**src/rtl/reset_sequencer.sv**
```systemverilog
// Reset sequencer: waits for filtered PLL locks, holds reset,
// then releases staged resets in ascending order.
module reset_sequencer #(
  parameter int NUM_LOCKS   = 2,
  parameter int NUM_STAGES  = 3,
  parameter int HOLD_CYCLES = 5000,
  parameter int STAGE_GAP   = 16,
  parameter int LOCK_FILTER = 4
) (
  input  logic                  clk,
  input  logic                  reset,
  input  logic [NUM_LOCKS-1:0]  locked,
  input  logic                  sw_reset_req,
  input  logic                  clear_lock_lost,
  output logic [NUM_STAGES-1:0] stage_reset,
  output logic                  all_released,
  output logic                  lock_lost
);

  localparam int MAXC = (HOLD_CYCLES > STAGE_GAP) ? HOLD_CYCLES : STAGE_GAP;
  localparam int CW   = $clog2(MAXC + 1);
  localparam int FW   = $clog2(LOCK_FILTER + 1);

  localparam logic [1:0] ST_ASSERT  = 2'd0;
  localparam logic [1:0] ST_HOLD    = 2'd1;
  localparam logic [1:0] ST_RELEASE = 2'd2;
  localparam logic [1:0] ST_RUN     = 2'd3;

  logic [NUM_LOCKS-1:0]          sync1;
  logic [NUM_LOCKS-1:0]          sync2;
  logic [NUM_LOCKS-1:0][FW-1:0]  filt;
  logic [NUM_LOCKS-1:0]          stable;
  logic                          all_stable;

  logic [1:0]            state;
  logic [1:0]            state_n;
  logic [CW-1:0]         cnt;
  logic [CW-1:0]         cnt_n;
  logic [NUM_STAGES-1:0] stage_n;
  logic                  loss;

  // Two-flop synchronisers for the asynchronous lock inputs
  always_ff @(posedge clk or posedge reset) begin
    if (reset) begin
      sync1 <= '0;
      sync2 <= '0;
    end else begin
      sync1 <= locked;
      sync2 <= sync1;
    end
  end

  // Per-lock saturating filter; one low sample clears it
  always_ff @(posedge clk or posedge reset) begin
    if (reset) begin
      filt <= '0;
    end else begin
      for (int i = 0; i < NUM_LOCKS; i++) begin
        if (!sync2[i])
          filt[i] <= '0;
        else if (filt[i] != FW'(LOCK_FILTER))
          filt[i] <= filt[i] + 1'b1;
      end
    end
  end

  // Stable flags per lock and their conjunction
  always_comb begin
    for (int i = 0; i < NUM_LOCKS; i++)
      stable[i] = (filt[i] == FW'(LOCK_FILTER));
    all_stable = &stable;
  end

  // Sequencer next-state; stages clear by shifting zeros in from bit 0
  always_comb begin
    state_n = state;
    cnt_n   = cnt;
    stage_n = stage_reset;
    loss    = 1'b0;
    case (state)
      ST_ASSERT: begin
        stage_n = '1;
        if (all_stable) begin
          cnt_n   = CW'(HOLD_CYCLES - 1);
          state_n = ST_HOLD;
        end
      end
      ST_HOLD, ST_RELEASE: begin
        if (!all_stable) begin
          loss    = 1'b1;
          state_n = ST_ASSERT;
          stage_n = '1;
          cnt_n   = '0;
        end else if (sw_reset_req) begin
          state_n = ST_ASSERT;
          stage_n = '1;
          cnt_n   = '0;
        end else if (cnt == '0) begin
          stage_n = stage_reset << 1;
          cnt_n   = CW'(STAGE_GAP - 1);
          state_n = (stage_n == '0) ? ST_RUN : ST_RELEASE;
        end else begin
          cnt_n = cnt - 1'b1;
        end
      end
      ST_RUN: begin
        stage_n = '0;
        if (!all_stable) begin
          loss    = 1'b1;
          state_n = ST_ASSERT;
          stage_n = '1;
        end else if (sw_reset_req) begin
          state_n = ST_ASSERT;
          stage_n = '1;
        end
      end
      default: begin
        state_n = ST_ASSERT;
        stage_n = '1;
        cnt_n   = '0;
      end
    endcase
  end

  // Sequencer state, counter and registered outputs
  always_ff @(posedge clk or posedge reset) begin
    if (reset) begin
      state        <= ST_ASSERT;
      cnt          <= '0;
      stage_reset  <= '1;
      all_released <= 1'b0;
      lock_lost    <= 1'b0;
    end else begin
      state        <= state_n;
      cnt          <= cnt_n;
      stage_reset  <= stage_n;
      all_released <= (state_n == ST_RUN);
      if (loss)
        lock_lost <= 1'b1;
      else if (clear_lock_lost)
        lock_lost <= 1'b0;
    end
  end

endmodule
```
**config.mk**
```make
export PLATFORM = sky130hd
export DESIGN_NAME = reset_sequencer
export DESIGN_NICKNAME = d
export VERILOG_FILES = /design/src/rtl/reset_sequencer.sv
export SDC_FILE = /design/constraint.sdc
export NUM_CORES = 1
export LEC_CHECK = 0
export ABC_CLOCK_PERIOD_IN_PS = 1900
export CORE_AREA = 2 2 61 63
export DETAILED_ROUTE_END_ITERATION = 10
export DIE_AREA = 0 0 63 65
export MAX_ROUTING_LAYER = met4
export PLACE_DENSITY = 0.82
export SETUP_SLACK_MARGIN = 0.05
export SYNTH_ARGS = -nofsm -noshare
export SYNTH_HDL_FRONTEND = slang
export SYNTH_SLANG_ARGS = --single-unit
```
**constraint.sdc**
```tcl
create_clock -name clk -period 1.9 [get_ports clk]
set_input_delay 0.475 -clock clk [delete_from_list [all_inputs] [get_ports clk]]
set_output_delay 0.475 -clock clk [all_outputs]
set_load 0.01 [all_outputs]
```
==> flow_summary.ini, run 1 <==
[floorplanning]
core_sq_um = 3496
die_h_microns = 65
initial_core_util_pct = 50.29
io_pins = 11
die-area_sq_um = 4095
rows = 22
die_x_microns = 63

[place]
io_buffers = 10
place_congestion = 0.9058
dp_hpwl_mm = 3.116
dpl_cell_area_sq_um = 2101

[power_and_ir_drop]
power.total_mw = 2.776
power_density_nw_per_um2 = 1124
p_leak_nw = 1.076
ir_drop_mv = 0.5519

[worst_setup_path]
reg2reg_from = cnt[0]
crit_type = flop to flop
r2r_slack_ps = -190
regToRegEndpoint = all_released
rr_worst_depth = 6
worstSetupStartpointType = flop
worstPathRequired_ps = 2180
crit_arrival_ps = 2370
cp_max_fo = 4
critPathCaptureType = flop

[drt]
drtPass1Iterations = 4
drc_errors = 0
ant_nets = 0
routed_wl_mm = 5.433
vias = 1718
vias_per_cell = 6.202
drt_iter0_markers = 208
wl_per_cell_microns = 19.61

[global_routing]
grt_max_degree = 31
grt_pass1_vias = 1619
grt_overflow = 0
antenna_found_initial = 0
grt_pass1_wl_mm = 7.486
grt_use_total_pct = 24.12

[timing]
timing.fmax_ghz = 0.4782
period_share_pct = 110.1
finalHoldViolCount = 0
finClkSkew_ps = 9.320
setup_viol = 11
slew_headroom_pct = 61.59
hold_slack_ps = 355.6
finalSetupTns_ps = -576.2
rsz0062_at_grt = yes
worstMarginPinSlew_ps = 570.9
finalMaxSlewViolations = 0
fin_crit_ps = 2091
finalWorstSetupSlack_ps = -191.4

[yosys]
synth_fp_nets = 187
seq_area_frac_synth_pct = 42.92
yosysTopAreaCell = dfrtp_1
synth_top_area_share_pct = 38.43
avgSynthCellArea_sq_um = 10.22
synth_edf_count = 0
synthTopCellsByArea = dfrtp_1 38%, ha_1 6.4%, dfstp_2 4.5%, inv_1 3.4%, nor4_1 2.5%
yosysWarnings = 0
synthesis.area_sq_um = 1758
yosysMostFrequentCell = dfrtp_1
synthCells = 172
async_reset_ff_share_pct = 100.0
synth_cell_types = 51
synth_flop_cell = dfrtp_1
synth_common_cells = 27 x dfrtp_1, 16 x inv_1, 9 x ha_1, 9 x nand2_1, 8 x o21ai_0
ys_seq_elements = 30

[clock_network]
ctsHoldBuffers = 0
clockBufferDepth = 2
clkLatencyLatePin_ps = 350
htreeDepth = 2
cts_tree = done
numCtsBuffers = 5
cts_root_buf = clkbuf_4
cts_sinks = 30
path_clk_slew_ps = 100

[final_layout]
num-nets-final = 243
fin_util_pct = 70.65
finalInstanceArea_sq_um = 2470
synthToLayoutAreaGrowth_pct = 40.50
n_antenna_cell = 0
drive_gt1_share_pct = 40.17
fillers = 239

[outcome]
status = finished with violations
violations = negative setup slack

[hold_path]
min_to = sync2[1]
holdPathStages = 0
hold_start = sync1[1]
hold_path.class = flop to flop

[flow_run]
max_cap_viol_count = 0
[layer usage]
metal	part of all wire, %	routed length (microns)	up-vias	global-route usage (%)
li1	-	-	767	-
met2	50	2702	84	39.89
met5	0	0	-	-
met4	5.1	278	0	10.00
met1	39	2108	835	27.71
met3	6.3	344	32	6.771
[final cells by class]
class                      count  area [sq um]  share of cell area [%]
clock inverter                 2         12.51                  0.5066
multi-input combinational    120          1075                   43.52
sequential                    30         754.5                   30.55
tap                           48         60.06                   2.432
clock buffer                   6         51.30                   2.077
timing repair buffer          55         452.9                   18.34
inverter                      16         63.81                   2.584
[worst max-delay path by stage]
| stage | from | endpoint | slack, ps | cells past startpoint |
|---|---|---|---|---|
| 2_1_floorplan | cnt[0] | cnt[7] | 60 | 6 |
| 3_3_place_gp | cnt[4] | stage_reset[0] | 40 | 5 |
| 3_5_place_dp | cnt[0] | cnt[6] | -30 | 7 |
| 4_1_cts | filt[0] | cnt[6] | 20 | 6 |
| 5_1_grt | filt[4] | all_released | -280 | 7 |
| 6_report | cnt[0] | all_released | -190 | 6 |
[worst max-delay path, cell delays in order, from the launching register on]
cell,delay (ps)
dfrtp_1,410
inv_2,100
ha_4,140
or4b_4,510
nor4_1,470
o32ai_2,220
a211oi_2,170
[what timing repair did]
item	in CTS	in global routing
pin swaps	5	5
setup buffers	3	12
gates resized for setup	12	34
setup endpoints to repair	15	19
cloned	0	1
[power breakdown]
group,switching [mW],leakage [nW],internal (mW)
Sequential,0.107,0.384,0.768
Combinational,0.756,0.658,0.728
Clock,0.239,0.0343,0.177
[flip-flops by register name, summed over array words and instances (netlist names)]
register,count
filt,6
lock_lost,1
stage_reset,3
sync1,2
all_released,1
state,2
sync2,2
cnt,13
[through the flow]
step,instances,setup WS [ps]
2_1_floorplan,172,60.37
3_3_place_gp,253,36.34
3_5_place_dp,253,-29.19
4_1_cts,264,21.57
5_1_grt,277,-282.9
6_report,277,-191.4
[cells by family after synthesis]
kind of cell | share of synthesized area (%)
DFF | 42.92
xor gates and xnor gates | 0.9966
muxes | 1.139
AOI/OAI and AO/OA | 24.20
buffers and inverters | 6.121
adders and majority gates | 6.406
and+or+nand+nor | 18.22
[layout by cell type (no fill, tap or decap), types with 5 or more instances in the layout]
master	synthesis	routed
buf_4	0	40
nor4_1	7	5
a21oi_1	6	6
ha_1	9	5
nand3_1	7	6
inv_1	16	12
nand2_1	9	8
clkbuf_4	0	5
dfrtp_1	27	27
clkdlybuf4s50_1	0	7
buf_6	3	5
No activity file was read; power rests on OpenSTA's default activity.
==> run 2, diff against run 1 <==
- GPL_ROUTABILITY_DRIVEN: default -> 0
==> run 2 against run 1 <==
Against the previous run:
- the flow still finishes with violations (negative setup slack)
- global-route usage increased by 0.14 points
- final area shrank 5.2%
- first-iteration DRC count shrank 38%
- hold slack worse by 0.61 ps
- register-to-register slack better by 110 ps
- largest cell class unchanged
- largest power group unchanged
- highest routed layer unchanged
==> flow_summary.ini, run 2 (synthesis gave the netlist of run 1 again) <==
[floorplanning]
die-area_sq_um = 4095
core_sq_um = 3496
io_pins = 11
rows = 22
die_h_microns = 65
initial_core_util_pct = 50.29
die_x_microns = 63

[hold_path]
hold_path.class = flop to flop

[power_and_ir_drop]
p_sw_share_pct = 40.03
power.total_mw = 2.581
pwr-share-clk_pct = 15.9
power_frac_seq_pct = 34.1
ir_drop_mv = 0.4965
p_comb_share_pct = 49.9
p_int_mw = 1.548
switchingPower_mw = 1.033
power_density_nw_per_um2 = 1102
p_leak_nw = 0.9990

[flow_run]
max_cap_viol_count = 0

[final_layout]
final_common_cell = buf_4
synthToLayoutAreaGrowth_pct = 33.17
top_regs = cnt x13, filt x6, stage_reset x3
drive_gt1_share_pct = 36.28
n_antenna_cell = 0
largest_register_ffs = 13
instances_no_fill = 263
regMostFlops = cnt
final_cell_mix = 29 x buf_4, 27 x dfrtp_1, 14 x inv_1, 8 x nand2_1
num-nets-final = 229

[timing]
timing.fmax_ghz = 0.5037
fin_crit_ps = 1985
slew_headroom_pct = 69.26
finalMaxSlewViolations = 0
rsz0062_at_grt = yes
setup_viol = 10
finalSetupTns_ps = -491.7
worstMarginPinSlew_ps = 456.8
finalWorstSetupSlack_ps = -85.37
finClkSkew_ps = 5.300
finalHoldViolCount = 0
period_share_pct = 104.5
hold_slack_ps = 355.0

[clock_network]
cts_sinks = 30
cts_root_buf = clkbuf_4
path_clk_slew_ps = 100
htreeDepth = 2
ctsHoldBuffers = 0
clkLatencyLatePin_ps = 340
clockBufferDepth = 2
numCtsBuffers = 5
cts_tree = done

[drt]
ant_nets = 0
drtPass1Iterations = 4
drt_iter0_markers = 129
vias_per_cell = 6.285
drc_errors = 0
vias = 1653
wl_per_cell_microns = 18.59
routed_wl_mm = 4.889

[place]
dp_cells = 249
dp_hpwl_mm = 3.028
dp_slack_ps = -1.665
io_buffers = 10

[worst_setup_path]
cp_max_fo = 4
crit_arrival_ps = 2220
worstSetupStartpointType = flop
crit_path_max_incr_delay_ps = 520
worstPathRequired_ps = 2130
r2r_slack_ps = -90
crit_type = flop to flop
cp_slowest_cell = or4b_4
critPathCaptureType = flop
cp_cell_sequence = inv_2 -> ha_4 -> or4b_4 -> nor3_4 -> buf_4 -> nor3_2 -> a22o_1

[global_routing]
grt_pass1_wl_mm = 7.403
grt_pass1_vias = 1609
grt_overflow = 0
grt_use_total_pct = 24.26
grt_max_degree = 31
antenna_found_initial = 0

[outcome]
violations = negative setup slack
status = finished with violations
-- run 2: cell count changes in the layout (fill, tap and decap cells not counted), moves of 2 or more --
| cell | before | now |
|---|---|---|
| o21ai_1 | 4 | 2 |
| buf_6 | 5 | 2 |
| nor4_2 | 2 | 4 |
| o311ai_2 | 1 | 3 |
| nor4_1 | 5 | 3 |
| inv_1 | 12 | 14 |
| o21ai_0 | 4 | 6 |
| nor3_2 | 0 | 2 |
| buf_4 | 40 | 29 |
| or4_4 | 3 | 1 |
| clkinvlp_4 | 2 | 0 |
| or4_1 | 0 | 2 |
-- run 2: cell type report --
type                       count  area, sq um
multi-input combinational    120         1070
tap                           48        60.06
timing repair buffer          41        336.6
inverter                      16        60.06
sequential                    30        754.5
clock inverter                 1        5.005
clock buffer                   7        55.05
fill                         245         1155
-- run 2: layer usage --
metal	track usage, %	wire (microns)
met1	26.97	1860
met2	41.62	2567
met3	6.250	352
met4	10.00	108
met5	-	0
-- run 2: worst max-delay path: cells and delay by family (launching register included) --
kind | cells | cell delay (ps)
AO/OA/AOI/OAI | 1 | 230
flip-flops | 1 | 410
adder cells (fa/ha/maj) | 1 | 150
buffers and inverters | 2 | 250
AND/OR/NAND/NOR | 3 | 850
-- run 2: path summary, 6_finish.rpt --
path	startpoint	endpoint	cells past startpoint
min in group asynchronous	reset	filt[3]	3
max in group asynchronous	reset	stage_reset[2]	3
worst min register to register	sync1[1]	sync2[1]	0
worst max-delay path	cnt[0]	cnt[6]	7
worst max register to register	cnt[0]	cnt[6]	7
worst min-delay path	sync1[1]	sync2[1]	0
-- run 2: stage by stage --
step / utilization, % / area, sq um
after global placement: 59.23 / 2071
after floorplan: - / 1770
final: 66.96 / 2341
after detailed placement: 59.23 / 2071
after global routing: 66.96 / 2341
after CTS: 61.81 / 2161
-- run 2: repair_timing --
action | in CTS | in global routing
endpoints found under the setup margin | 17 | 19
gates resized for setup | 11 | 25
cloned | 0 | 0
pin swaps | 4 | 6
buffers inserted | 0 | 8
-- run 2: power groups by stage --
stage	Clock, mW	Combinational (mW)	Sequential, mW
floorplan	0	0.683	0.877
global placement	0	1.00	0.872
detailed placement	0	1.06	0.878
CTS	0.409	1.09	0.868
global route	0.449	1.36	0.894
finish	0.412	1.29	0.881
